==> src/rtl/pll_lock_supervisor_pkg.sv <==
// Shared definitions for the PLL lock supervisor and the status-register block:
// FSM state encoding, default cycle constants and a saturating counter helper.
package pll_lock_supervisor_pkg;

    // 3-bit state encoding; the status-register block decodes these values.
    typedef enum logic [2:0] {
        S_PLL_RST   = 3'd0,
        S_WAIT_LOCK = 3'd1,
        S_STABLE    = 3'd2,
        S_HOLD      = 3'd3,
        S_RUN       = 3'd4
    } sup_state_e;

    // Default timing for a 50 MHz board clock.
    localparam int DEF_PLL_RST_CYC      = 16;
    localparam int DEF_LOCK_TIMEOUT_CYC = 5000000;  // 100 ms
    localparam int DEF_LOCK_STABLE_CYC  = 1024;
    localparam int DEF_RST_HOLD_CYC     = 256;
    localparam int DEF_CNT_W            = 23;

    // Event counters stop at 255 so a storm of events never reads as "few".
    function automatic logic [7:0] sat_inc8(input logic [7:0] v);
        return (v == 8'hFF) ? v : v + 8'd1;
    endfunction

endpackage

==> src/rtl/cdc_sync_bit.sv <==
// Two-flop synchroniser for a single asynchronous level signal.
module cdc_sync_bit (
    input  logic clk,
    input  logic rst_n,
    input  logic d,
    output logic q
);

    logic meta_reg;
    logic sync_reg;

    // Shift the asynchronous input through two flops; both clear to 0 in reset.
    always_ff @(posedge clk or negedge rst_n) begin
        if (!rst_n) begin
            meta_reg <= 1'b0;
            sync_reg <= 1'b0;
        end else begin
            meta_reg <= d;
            sync_reg <= meta_reg;
        end
    end

    assign q = sync_reg;

endmodule

==> src/rtl/pll_lock_supervisor.sv <==
// Drives the PLL reset pin, qualifies the asynchronous LOCK output and releases
// the video-domain reset only after lock has been stable for a while. Loss of
// lock in RUN re-arms the PLL; relock and timeout events are counted.
module pll_lock_supervisor
    import pll_lock_supervisor_pkg::*;
#(
    parameter int PLL_RST_CYC      = DEF_PLL_RST_CYC,
    parameter int LOCK_TIMEOUT_CYC = DEF_LOCK_TIMEOUT_CYC,
    parameter int LOCK_STABLE_CYC  = DEF_LOCK_STABLE_CYC,
    parameter int RST_HOLD_CYC     = DEF_RST_HOLD_CYC,
    parameter int CNT_W            = DEF_CNT_W
) (
    input  logic       sys_clk,
    input  logic       sys_rst_n,
    input  logic       pll_lock,
    input  logic       relock_req,
    output logic       pll_rst,
    output logic       user_rst_n,
    output logic       ready,
    output logic       lock_lost,
    output logic [7:0] relock_cnt,
    output logic [7:0] timeout_cnt
);

    // Terminal timer values: each state lasts exactly N cycles when its timer
    // runs from 0 up to N-1.
    localparam logic [CNT_W-1:0] RST_LAST     = CNT_W'(PLL_RST_CYC - 1);
    localparam logic [CNT_W-1:0] TIMEOUT_LAST = CNT_W'(LOCK_TIMEOUT_CYC - 1);
    localparam logic [CNT_W-1:0] STABLE_LAST  = CNT_W'(LOCK_STABLE_CYC - 1);
    localparam logic [CNT_W-1:0] HOLD_LAST    = CNT_W'(RST_HOLD_CYC - 1);

    sup_state_e       state_reg, state_next;
    logic [CNT_W-1:0] timer_reg, timer_next;
    logic             lock_s;
    logic             loss_evt;
    logic             timeout_evt;

    logic             pll_rst_reg;
    logic             user_rst_n_reg;
    logic             ready_reg;
    logic             lock_lost_reg;
    logic [7:0]       relock_cnt_reg;
    logic [7:0]       timeout_cnt_reg;

    cdc_sync_bit u_lock_sync (
        .clk   (sys_clk),
        .rst_n (sys_rst_n),
        .d     (pll_lock),
        .q     (lock_s)
    );

    // Next-state and timer logic; a lock drop is checked before any timer
    // terminal or relock request so it always takes priority.
    always_comb begin
        state_next  = state_reg;
        timer_next  = timer_reg + 1'b1;
        loss_evt    = 1'b0;
        timeout_evt = 1'b0;
        case (state_reg)
            S_PLL_RST: begin
                if (timer_reg == RST_LAST) begin
                    state_next = S_WAIT_LOCK;
                    timer_next = '0;
                end
            end
            S_WAIT_LOCK: begin
                if (lock_s) begin
                    state_next = S_STABLE;
                    timer_next = '0;
                end else if (timer_reg == TIMEOUT_LAST) begin
                    state_next  = S_PLL_RST;
                    timer_next  = '0;
                    timeout_evt = 1'b1;
                end
            end
            S_STABLE: begin
                if (!lock_s) begin
                    state_next = S_WAIT_LOCK;
                    timer_next = '0;
                end else if (timer_reg == STABLE_LAST) begin
                    state_next = S_HOLD;
                    timer_next = '0;
                end
            end
            S_HOLD: begin
                if (!lock_s) begin
                    state_next = S_PLL_RST;
                    timer_next = '0;
                end else if (timer_reg == HOLD_LAST) begin
                    state_next = S_RUN;
                    timer_next = '0;
                end
            end
            S_RUN: begin
                // Timer is parked at zero here so it cannot wrap during long runs.
                timer_next = '0;
                if (!lock_s) begin
                    state_next = S_PLL_RST;
                    loss_evt   = 1'b1;
                end else if (relock_req) begin
                    state_next = S_PLL_RST;
                end
            end
            default: begin
                state_next = S_PLL_RST;
                timer_next = '0;
            end
        endcase
    end

    // State, timer and registered outputs; outputs are decoded from the next
    // state so they change on the same edge as the state itself.
    always_ff @(posedge sys_clk or negedge sys_rst_n) begin
        if (!sys_rst_n) begin
            state_reg       <= S_PLL_RST;
            timer_reg       <= '0;
            pll_rst_reg     <= 1'b1;
            user_rst_n_reg  <= 1'b0;
            ready_reg       <= 1'b0;
            lock_lost_reg   <= 1'b0;
            relock_cnt_reg  <= 8'd0;
            timeout_cnt_reg <= 8'd0;
        end else begin
            state_reg      <= state_next;
            timer_reg      <= timer_next;
            pll_rst_reg    <= (state_next == S_PLL_RST);
            user_rst_n_reg <= (state_next == S_RUN);
            ready_reg      <= (state_next == S_RUN);
            lock_lost_reg  <= loss_evt;
            if (loss_evt) begin
                relock_cnt_reg <= sat_inc8(relock_cnt_reg);
            end
            if (timeout_evt) begin
                timeout_cnt_reg <= sat_inc8(timeout_cnt_reg);
            end
        end
    end

    assign pll_rst     = pll_rst_reg;
    assign user_rst_n  = user_rst_n_reg;
    assign ready       = ready_reg;
    assign lock_lost   = lock_lost_reg;
    assign relock_cnt  = relock_cnt_reg;
    assign timeout_cnt = timeout_cnt_reg;

endmodule
==> config.mk <==
export PLATFORM = sky130hd
export DESIGN_NAME = pll_lock_supervisor
export DESIGN_NICKNAME = d
export VERILOG_FILES = /design/src/rtl/pll_lock_supervisor_pkg.sv /design/src/rtl/cdc_sync_bit.sv /design/src/rtl/pll_lock_supervisor.sv
export SDC_FILE = /design/constraint.sdc
export NUM_CORES = 1
export LEC_CHECK = 0
export ABC_AREA = 1
export CAP_MARGIN = 15
export CORE_MARGIN = 4
export CORE_UTILIZATION = 40
export DETAILED_ROUTE_END_ITERATION = 7
export GPL_TIMING_DRIVEN = 0
export PLACE_DENSITY = 0.67
export RECOVER_POWER = 100
export SYNTH_ARGS = -nofsm -noshare
export SYNTH_HDL_FRONTEND = slang
export SYNTH_SLANG_ARGS = --single-unit
==> constraint.sdc <==
create_clock -name sys_clk -period 4.2 [get_ports sys_clk]
set_clock_uncertainty 0.2 [all_clocks]
set_input_delay 0.63 -clock sys_clk [delete_from_list [all_inputs] [get_ports sys_clk]]
set_output_delay 0.63 -clock sys_clk [all_outputs]
set_load 0.02 [all_outputs]
Word-level counts from Yosys, hierarchy flattened. Cells that the tools add are included.

Multiplexer cells: 23. Div/mod/pow operators: 0. Shifts and indexed selects: 0. Eq/ne operators: 11. $lt $le $gt $ge: 0. Bitwise operators: 2. $add $sub $neg: 3. Reduce and logical (&&, ||, !) cells: 4. Multipliers: 0.

Operator list (count): $mux 23 (7); $pmux 23 s4 (1); $mux 3 (9); $add 23x1->23 const B (1); $eq 23x10->1 const B (1); $eq 23x23->1 const B (1); $eq 23x4->1 const B (1); $eq 23x8->1 const B (1); $add 8x1->8 const B (2); $eq 8x8->1 const B (2); $pmux 3 s5 (1); $eq 3x2->1 const B (2); $eq 3x3->1 const B (2); $logic_not 3->1 (2); $mux 1 (5); $reduce_and 2->1 (2); $eq 3x1->1 const B (1); $not 1->1 (2).

RAM bits: 0. Bits in read-only memories: 0. Latch bits: 0. Register bits: 47. Memories: 0.

Depth between registers and ports, before layout.
Word-level depth: 5. Gate-level depth with buffers: 11.

By module. From an unflattened synthesis, not the netlist that was laid out.

Cell total of the unflattened synthesis: 302. Area total of the unflattened synthesis: 2519.9 um^2.

By module, submodules not included: pll_lock_supervisor (cells each 300, instances 1, sequential area each 1127.3 um^2, area an instance 2469.9 um^2); cdc_sync_bit (cells each 2, instances 1, sequential area each 50.0 um^2, area an instance 50.0 um^2).

Least setup slack after synthesis. No wires, ideal clock.

Path kind: reg-to-reg. Start point: register relock_cnt_reg[1] (netlist: relock_cnt[1]). End point: register relock_cnt_reg[1] (netlist: relock_cnt[1]). Arrival: 1514 ps. Required time: 3875 ps. Period minus slack after synthesis: 1839 ps. Stages on the path, launching flop included: 7. Path buffers: 0. Slack: 2361 ps. Cell sequence: dfrtp_1 > ha_1 > inv_1 > nor2_1 > nand3_1 > o21ai_2 > mux2_2.

Word-level cells in the longest chain between the ends: 3. Elaborated cells on any way between the ends: 4. Those cells by class: 1 x add/sub; 1 x eq/ne; 1 x bitwise; 1 x reduce/logical.

Ends and longest elaborated chain: start: declaration (RTL line pll_lock_supervisor.sv:42) `logic [7:0] relock_cnt_reg;`; start signal: assignment (RTL line pll_lock_supervisor.sv:131) `relock_cnt_reg <= sat_inc8(relock_cnt_reg);`; branches (longest 3 deep; another with $add 8x1->8).

Parallel ways; which one is timed is not known. A chain may end at the register's enable or synchronous reset.

Final worst setup path.
Start point: register timer_reg[0]. End point: register timer_reg[18].

Word-level cells in the longest chain between the ends: 4. Elaborated cells on any way between the ends: 13. Those cells by class: 1 x add/sub; 4 x eq/ne; 8 x mux.

Ends and longest elaborated chain: start: declaration (RTL line pll_lock_supervisor.sv:33) `logic [CNT_W-1:0] timer_reg, timer_next;`; start signal: assignment (RTL line pll_lock_supervisor.sv:125) `timer_reg <= timer_next;`; $add 23x1->23 (tied with other cells) (RTL line pll_lock_supervisor.sv:56) `timer_next = timer_reg + 1'b1;`; $mux 23, on equally long branches (RTL line pll_lock_supervisor.sv:89, pll_lock_supervisor.sv:70, pll_lock_supervisor.sv:80); $mux 23, on equally long branches (RTL line pll_lock_supervisor.sv:86, pll_lock_supervisor.sv:67, pll_lock_supervisor.sv:77); $pmux 23 s4 * (RTL line pll_lock_supervisor.sv:59) `case (state_reg)`; via timer_next[18] (RTL line pll_lock_supervisor.sv:33).

The timed path passes the listed nets; every way through them passes the cells marked *.

==> results_dict.tcl <==
set metrics [dict create \
    drive_above_1_share_pct 11.0 \
    drtIter0Drc 97 \
    pre_cts_ws_ns 2.11 \
    power_frac_seq_pct 46.6 \
    async_flop_share_pct 100 \
    largest_reg_flops 23 \
    yosysTopAreaCell "dfrtp_1" \
    pwr-share-comb_pct 22.9 \
    antenna_left 0 \
    powerDensity_nw_per_um2 377 \
    cts_tree "yes" \
    rsz0062_at_grt "false" \
    clock.fmax_mhz 338 \
    synthFlopType "dfrtp_1" \
    cp_slowest_stage_delay_ns 0.63 \
    die_h_um 88.5 \
    crit_required_ns 4.16 \
    synthCells 305 \
    synth_seq_area_share_pct 45.4 \
    port_buffers 23 \
    postPlaceCellArea_um2 2940 \
    ys_warn_count 0 \
    grt_use_total_pct 14.1 \
    switchingPower_uw 372 \
    ys_ff_latch 47 \
    fin_nets 343 \
    fin_tns_setup_ns 0 \
    wl_per_cell_um 12.0 \
    dr.pass1.iters 4 \
    clk_latency_ns 0.31 \
    synthesis.nets 312 \
    cts_buffer_depth 2 \
    vias 2008 \
    slew_headroom_pct 1.33 \
    crit_type "flip-flop to flip-flop" \
    p_sw_share_pct 33.2 \
    rows 29 \
    io_pins 24 \
    met3_usage_pct 3.07 \
    hpwl_um 3800 \
    grt_pass1_wl_um 8680 \
    wl_um 4980 \
    start_util_pct 41.1 \
    cts_buffers 5 \
    max_cap_violations 0 \
    yosysMostFrequentCell "nand2_1" \
    grt_busiest_layer "met2" \
    ctsResizeCount 0 \
    setup_viol 0 \
    cts.clk_slew.worst_paths_ns 0.10 \
    path_max_fanout 10 \
    antenna_found_initial 0 \
    synth_top_area_share_pct 44.4 \
    grt_use_met2_pct 22.4 \
    dieArea_um2 7840 \
    cts_max_level 2 \
    final.setup.worst_slack_ns 1.24 \
    cts-root-buf "clkbuf_8" \
    drc 0 \
    final_design_area_no_fill_um2 2970 \
    status "complete, no violations" \
    critical_path.cell_chain "ha_1 -> nand3_1 -> inv_1 -> nand2_1 -> inv_1 -> nand3_1 -> nand2_2 -> nand2_1 -> nor2_1 -> clkbuf_1 -> nor2_1" \
    grt_pass1_vias 1904 \
    ctsHoldBuffers 0 \
    synth_area_um2 2590 \
    synth-edff-count 0 \
    arrival_ns 2.92 \
    crit_family "simple AND/OR/NAND/NOR gates" \
    fp.dieW_um 88.5 \
    core_um2 6310 \
    nFillCells 626 \
    grt_start_max_net_pins 29 \
    maxSlewViolCount 0 \
    syn_area_per_cell_um2 8.50 \
    post-route-util_pct 47.1 \
    gr-total-overflow 0 \
    peakVddDrop_uv 203 \
    use_met1_pct 19.4 \
    post-cts-setup-buffers 0 \
    hold_path.class "flip-flop to flip-flop" \
    synth.area.top_cells "dfrtp_1, xor2_1, nand2_1" \
    antenna_cells 0 \
    cp-end-kind "flip-flop" \
    period_share_pct 70.4 \
    crit_slowest_cell "clkbuf_1" \
    finalHoldViolations 0 \
    synth_cell_types 32 \
    synth_commonest_cells "nand2_1, dfrtp_1, nor2_1" \
    routabilityCongestion 0.892 \
    avgViaCountPerCell 4.85 \
    tightest_slew_ns 1.48 \
    min_period_ns 2.96 \
    clkPwrFrac_pct 30.5 \
    intPower_uw 749 \
    leakage_nw 1.47 \
    setup.worst_path.start_class "flip-flop" \
    clkSinkCount 47 \
    layout-area-overhead-vs-synth_pct 14.6 \
    path_buf_inv 3 \
]
placed cells by master (no fill, tap or decap), types with 4 or more instances in the layout:
| cell | n |
|---|---|
| dfrtp_1 | 46 |
| clkbuf_8 | 5 |
| clkbuf_1 | 4 |
| inv_1 | 39 |
| o21ai_0 | 7 |
| nand3_1 | 24 |
| nor2_2 | 14 |
| dlygate4sd3_1 | 21 |
| nor3_1 | 5 |
| xnor2_1 | 6 |
| xor2_1 | 24 |
| nand2_1 | 50 |
| nor2_1 | 47 |
| nand4_1 | 13 |
cell families (layout without fill, tap and decap cells):
kind of cell	Yosys count	after routing	synth area share, %
AND/OR/NAND/NOR	165	165	31.5
AO/OA/AOI/OAI	15	15	3.57
multiplexers	2	2	0.868
flip-flops	47	47	45.4
adder cells (fa/ha/maj)	3	3	1.45
buffers and inverters	43	75	7.09
XOR/XNOR	30	30	10.1
area by class of cell:
class / instances / area (um2) / area share, %
Multi-Input combinational cell: 215 / 1190 / 40.0
Sequential cell: 47 / 1180 / 39.6
Timing Repair Buffer: 24 / 228 / 7.66
Inverter: 40 / 150 / 5.05
Tap cell: 77 / 96.3 / 3.24
Clock buffer: 5 / 68.8 / 2.31
Clock inverter: 3 / 47.5 / 1.60
Buffer: 3 / 15.0 / 0.505
path summary, 6_finish.rpt:
| check | start | endpoint | slack [ns] | depth (start not counted) |
|---|---|---|---|---|
| max in group asynchronous | sys_rst_n | timer_reg[0]$_DFF_PN0_ | 1.62 | 2 |
| setup / recovery | timer_reg[0]$_DFF_PN0_ | timer_reg[18]$_DFF_PN0_ | 1.24 | 11 |
| hold reg to reg | u_lock_sync.meta_reg$_DFF_PN0_ | u_lock_sync.q$_DFF_PN0_ | 0.16 | 0 |
| min in group asynchronous | sys_rst_n | timer_reg[19]$_DFF_PN0_ | 0.29 | 1 |
| hold / removal | u_lock_sync.meta_reg$_DFF_PN0_ | u_lock_sync.q$_DFF_PN0_ | 0.16 | 0 |
| setup reg to reg | timer_reg[0]$_DFF_PN0_ | timer_reg[18]$_DFF_PN0_ | 1.24 | 11 |
metrics by stage:
| stage | std cells | total power, mW | hold WS, ns |
|---|---|---|---|
| final | 414 | 1.12 | 0.164 |
| after global routing | 414 | 1.20 | 0.189 |
| after CTS | 414 | 1.21 | 0.0809 |
| after detailed placement | 406 | 0.859 | 0.141 |
| after global placement | 405 | 0.850 | 0.136 |
| after floorplan | 305 | 0.774 | 0.131 |
routing by layer:
layer	share of wire (%)	up-vias
li1	-	1031
met1	48	935
met2	47	37
met3	3.8	5
met4	1.4	0
met5	0	-
power by group through the flow:
stage | clock (mW) | combinational (mW) | sequential (mW)
after floorplan | 0 | 0.243 | 0.531
after global placement | 0 | 0.318 | 0.532
after detailed placement | 0 | 0.326 | 0.533
after CTS | 0.357 | 0.329 | 0.524
after global routing | 0.375 | 0.292 | 0.530
final | 0.342 | 0.257 | 0.522
Note: power is estimated with default switching activity, not from simulation.
